$ cat config.mk
export PLATFORM = sky130hd
export DESIGN_NAME = pixel_writer
export DESIGN_NICKNAME = d
export VERILOG_FILES = /design/src/rtl/pixel_writer.sv
export SDC_FILE = /design/constraint.sdc
export NUM_CORES = 1
export LEC_CHECK = 0
export ABC_AREA = 0
export ABC_CLOCK_PERIOD_IN_PS = 2000
export CAP_MARGIN = 20
export CORE_ASPECT_RATIO = 0.7
export CORE_MARGIN = 1.5
export CORE_UTILIZATION = 35
export CTS_CLUSTER_DIAMETER = 40
export DETAILED_ROUTE_END_ITERATION = 7
export SYNTH_ARGS = -nofsm -noshare
export SYNTH_HDL_FRONTEND = slang
export SYNTH_SLANG_ARGS = --single-unit
$ cat constraint.sdc
create_clock -name clk -period 2 [get_ports clk]
set_input_delay 0.3 -clock clk [delete_from_list [all_inputs] [get_ports clk]]
set_output_delay 0.3 -clock clk [all_outputs]
set_load 0.01 [all_outputs]
$ cat src/rtl/pixel_writer.sv
// Pixel-to-MCB write engine: packs 8-bit pixels into 32-bit masked word writes.
// Define PIXEL_WRITER_COALESCE_EN to merge pixels of the same word before writing.
module pixel_writer #(
   parameter int          FLUSH_TIMEOUT       = 16,
   parameter logic [13:0] GRAPHICS_MEM_PREFIX = 14'h0040,
   parameter int          SCREEN_HEIGHT       = 192
) (
   input  logic        clk,
   input  logic        reset,
   input  logic        px_valid,
   output logic        px_ready,
   input  logic [7:0]  px_x,
   input  logic [7:0]  px_y,
   input  logic [7:0]  px_color,
   input  logic        flush,
   output logic        busy,
   output logic        error,
   output logic        mem_cmd_en,
   output logic [2:0]  mem_cmd_instr,
   output logic [5:0]  mem_cmd_bl,
   output logic [29:0] mem_cmd_byte_addr,
   input  logic        mem_cmd_full,
   output logic        mem_wr_en,
   output logic [3:0]  mem_wr_mask,
   output logic [31:0] mem_wr_data,
   input  logic        mem_wr_full,
   input  logic        mem_wr_empty,
   input  logic [6:0]  mem_wr_count,
   input  logic        mem_wr_underrun,
   input  logic        mem_wr_error
);

   localparam logic [1:0] IDLE  = 2'd0;
   localparam logic [1:0] ACCUM = 2'd1;
   localparam logic [1:0] WRITE = 2'd2;
   localparam logic [1:0] CMD   = 2'd3;
   localparam logic [7:0] HEIGHT8 = 8'(SCREEN_HEIGHT);

   logic [1:0]  state;
   logic [13:0] acc_word;
   logic [31:0] acc_data;
   logic [3:0]  acc_mask;

   logic [13:0] px_word;
   logic        on_screen, accept;
   logic [3:0]  byte_sel, fresh_mask;
   logic [31:0] fresh_data;

   assign mem_cmd_instr = 3'b000;
   assign mem_cmd_bl    = 6'd0;
   assign px_ready      = !reset && (state == IDLE || state == ACCUM);

   // Word index is the pixel offset {y, x} with the byte lane dropped.
   always_comb begin
      px_word    = {px_y, px_x[7:2]};
      on_screen  = px_y < HEIGHT8;
      accept     = px_valid && px_ready;
      byte_sel   = 4'b0001 << px_x[1:0];
      fresh_mask = ~byte_sel;
      fresh_data = 32'h0;
      fresh_data[{px_x[1:0], 3'b000} +: 8] = px_color;
   end

`ifdef PIXEL_WRITER_COALESCE_EN
   localparam int         TW   = $clog2(FLUSH_TIMEOUT + 1);
   localparam logic [TW-1:0] TMAX = TW'(FLUSH_TIMEOUT - 1);

   logic [TW-1:0] tcount;
   logic          pend_valid;
   logic [13:0]   pend_word;
   logic [31:0]   pend_data;
   logic [3:0]    pend_mask;
   logic [31:0]   merged_data;
   logic [3:0]    merged_mask;

   always_comb begin
      merged_data = acc_data;
      merged_data[{px_x[1:0], 3'b000} +: 8] = px_color;
      merged_mask = acc_mask & ~byte_sel;
   end

   assign busy = (state != IDLE) || pend_valid;
`else
   assign busy = (state != IDLE);
`endif

   logic unused_ok;
   assign unused_ok = ^{mem_wr_empty, mem_wr_count, flush, (FLUSH_TIMEOUT != 0)};

   always_ff @(posedge clk or posedge reset) begin
      if (reset) begin
         state             <= IDLE;
         acc_word          <= '0;
         acc_data          <= '0;
         acc_mask          <= 4'hF;
         mem_wr_en         <= 1'b0;
         mem_cmd_en        <= 1'b0;
         mem_wr_mask       <= 4'hF;
         mem_wr_data       <= '0;
         mem_cmd_byte_addr <= '0;
         error             <= 1'b0;
`ifdef PIXEL_WRITER_COALESCE_EN
         tcount     <= '0;
         pend_valid <= 1'b0;
         pend_word  <= '0;
         pend_data  <= '0;
         pend_mask  <= 4'hF;
`endif
      end else begin
         mem_wr_en  <= 1'b0;
         mem_cmd_en <= 1'b0;
         if (mem_wr_underrun || mem_wr_error) error <= 1'b1;

         case (state)
            IDLE: begin
               if (accept && on_screen) begin
                  acc_word <= px_word;
                  acc_data <= fresh_data;
                  acc_mask <= fresh_mask;
`ifdef PIXEL_WRITER_COALESCE_EN
                  tcount <= '0;
                  state  <= flush ? WRITE : ACCUM;
`else
                  state  <= WRITE;
`endif
               end
            end
            ACCUM: begin
`ifdef PIXEL_WRITER_COALESCE_EN
               // A pixel for another word parks in pending while this word drains.
               if (accept && on_screen && px_word != acc_word) begin
                  pend_valid <= 1'b1;
                  pend_word  <= px_word;
                  pend_data  <= fresh_data;
                  pend_mask  <= fresh_mask;
                  state      <= WRITE;
               end else if (accept && on_screen) begin
                  acc_data <= merged_data;
                  acc_mask <= merged_mask;
                  tcount   <= '0;
                  if (merged_mask == 4'b0000 || flush) state <= WRITE;
               end else if (flush || tcount == TMAX) begin
                  state <= WRITE;
               end else begin
                  tcount <= tcount + 1'b1;
               end
`else
               state <= IDLE;
`endif
            end
            WRITE: begin
               if (!mem_wr_full) begin
                  mem_wr_en   <= 1'b1;
                  mem_wr_data <= acc_data;
                  mem_wr_mask <= acc_mask;
                  state       <= CMD;
               end
            end
            default: begin
               // The command trails its data by at least one cycle, so the enables never overlap.
               if (!mem_cmd_full) begin
                  mem_cmd_en        <= 1'b1;
                  mem_cmd_byte_addr <= {GRAPHICS_MEM_PREFIX, acc_word, 2'b00};
                  state             <= IDLE;
`ifdef PIXEL_WRITER_COALESCE_EN
                  if (pend_valid) begin
                     pend_valid <= 1'b0;
                     acc_word   <= pend_word;
                     acc_data   <= pend_data;
                     acc_mask   <= pend_mask;
                     tcount     <= '0;
                     state      <= ACCUM;
                  end
`endif
               end
            end
         endcase
      end
   end

endmodule

==> results_dict.tcl <==
set metrics [dict create \
    crit_required_ps 1700 \
    reg2reg_from "state[1]" \
    io_buffers 86 \
    firstDrtPassIters 4 \
    finalHoldViolations 0 \
    initial_utilization_pct 36.5 \
    peakVddDrop_v 0.000521 \
    drt-total-wl_um 9190 \
    crit_chain "inv_2, ha_4, inv_1, clkdlybuf4s50_1" \
    cts.path.max_buffers 2 \
    cts_buffers 9 \
    ant_nets 0 \
    viasPerCell 4.46 \
    ys_warn_count 0 \
    num-fill-cells 1162 \
    core_sq_um 12600 \
    hpwl_um 6340 \
    synthArstFlopShare_pct 100 \
    pin_count 120 \
    antenna_found_initial 0 \
    top_layer "met4" \
    root_buffer "clkbuf_16" \
    dp.cells 625 \
    crit_path_max_fanout 4 \
    yosysTopAreaCell "dfrtp_1" \
    grt_pass1_vias 2834 \
    worstSetupPathType "flip-flop to primary output" \
    cts_tree "built" \
    die_area_sq_um 13900 \
    synth.area.top_cells "dfrtp_1 53%, mux2_4 9.4%, nand2_1 9.0%, mux2_2 5.4%, dfstp_2 4.6%" \
    nets 528 \
    register_area_sq_um 2660 \
    drt-met1-wl_um 4560 \
    setup_violations 0 \
    clk_latency_ps 350 \
    rsz0062_at_grt "no" \
    whs_path_depth 2 \
    overflow 0 \
    synth.distinct_cells 30 \
    grt_max_degree 69 \
    min_path_type "flip-flop to flip-flop" \
    synth-edff-count 0 \
    multi_input_area_sq_um 1680 \
    fp-row-count 34 \
    drv_slew 0 \
    min_to "acc_data[12]" \
    grt_usage_pct 14.5 \
    cp_slowest_cell "clkdlybuf4s50_1" \
    routedWlPerCell_um 14.3 \
    tns_ps 0 \
    synth_common_cells "111 x nand2_1, 98 x dfrtp_1, 32 x nand3_1" \
    ctsHtreeMaxLevel 3 \
    clkTransAtPathRegs_ps 70 \
    power.leakage_nw 2.96 \
    die_w_um 140 \
    r2r_end "mem_wr_data[19]" \
    grt_pass1_wl_um 15400 \
    period_minus_slack_ps 1880 \
    synth_top_area_share_pct 53.2 \
    final_cell_count_no_fill 643 \
    syn_area_per_cell_sq_um 12.0 \
    slowest_delay_ps 530 \
    critPathArrivalTime_ps 1580 \
    max_slew.worst_pin.slew_ps 840 \
    cellPowerDensity_nw_per_um2 1180 \
    wl_met2_um 4000 \
    drc_errors 0 \
    syn_inst 383 \
    status "finished, final reports clean" \
    synth-main-ff-cell "dfrtp_1" \
    drtIter0Drc 136 \
    end_kind "primary output" \
    gp_congestion 0.753 \
    hp-start "acc_data[12]" \
    vias 2870 \
    area_growth_pct 27.3 \
    diodes 0 \
    cap_viol_max_count 0 \
    synth_seq_cells 106 \
    die_y_um 99.0 \
    post_synth_instance_area_sq_um 4610 \
    yosysMostFrequentCell "nand2_1" \
    cts.sinks 106 \
    synth_seq_area_share_pct 57.7 \
    r2r_slack_ps 410 \
    startpoint_type "flip-flop" \
    fin_skew_ps 8.78 \
    wl_met3_um 568 \
    reg2regPathDepth 5 \
    slew_headroom_pct 44.0 \
    finalCritPeriodShare_pct 94.1 \
    maxClockFrequency_ghz 0.531 \
    drive_gt1_share_pct 20.8 \
]
## cell usage in the layout, fill, tap and decap left out, drive strengths merged, types with 2 or more instances in the layout
cell,synthesis,layout
buf,40,15
clkbuf,2,9
clkdlybuf4s50,0,85
clkinvlp,0,2
conb,1,24
dfrtp,98,98
dfstp,8,8
ha,12,12
inv,8,12
mux2,51,51
nand2,112,112
nand3,32,32
nor2,2,2
o21ai,5,5
## kinds of logic after synthesis
family          share of synthesized area, %
compound gates                          1.00
fa+ha+maj                               3.26
buf+inv                                 8.06
flops                                   57.7
mux                                     14.8
other cells                           0.0813
simple gates                            15.1
## repair_timing
item	in CTS	in global routing
hold buffers	0	0
buffers inserted	2	0
resized for setup	4	0
setup endpoints to repair	2	0
## cell type report
type                       count  area share [%]
sequential                   106            45.3
clock inverter                 7            1.02
multi-input combinational    250            28.6
clock buffer                   9            3.84
tap                          162            3.45
inverter                       8           0.554
timing repair buffer         101            17.2
## critical path: cells and delay by family (launching register included)
| kind | cells | cell delay [ps] |
|---|---|---|
| adders and majority gates | 1 | 180 |
| buffers and inverters | 3 | 680 |
| DFF | 1 | 380 |
## routing by layer
metal  GRT usage, %  up-vias
met2           21.1       78
met3           5.10        9
met5              0        -
met1           20.7     1397
li1               -     1386
met4           3.40        0
## power by group
part	internal, mW	switching [mW]	leakage [nW]	total, mW
sequential	2.74	0.294	1.39	3.04
combinational	1.23	0.926	1.43	2.15
clock	0.869	0.840	0.136	1.71
total	4.84	2.06	2.96	6.90
## how the worst max path moves through the flow
stage / cells after the start / slack [ps] / start / to
after floorplan: 4 / 20 / reset / state[0]
after global placement: 7 / 90 / px_x[1] / acc_data[20]
after detailed placement: 6 / 60 / px_x[1] / acc_data[8]
after CTS: 4 / 100 / state[0] / busy
after global routing: 4 / 10 / state[0] / busy
final: 4 / 120 / state[0] / busy
## metrics by stage
step           hold slack (ps)  utilization, %  area (sq um)  power (mW)  worst slack, ps
2_1_floorplan              405               -          4700        4.30             18.6
3_3_place_gp               446            44.0          5560        5.13             87.7
3_5_place_dp               458            44.0          5560        5.21             59.1
4_1_cts                    465            46.5          5870        6.98             98.8
5_1_grt                    486            46.5          5870        7.33             11.6
6_report                   471            46.5          5870        6.90              118
## state kept, by name (all words and copies together) (netlist names)
| name | flops |
|---|---|
| mem_cmd_byte_addr | 15 |
| mem_wr_mask | 4 |
| state | 2 |
| mem_wr_en | 1 |
| acc_data | 32 |
| mem_wr_data | 32 |
| acc_mask | 4 |
| error | 1 |
| acc_word | 14 |
| mem_cmd_en | 1 |
No activity file was read; power rests on OpenSTA's default activity.
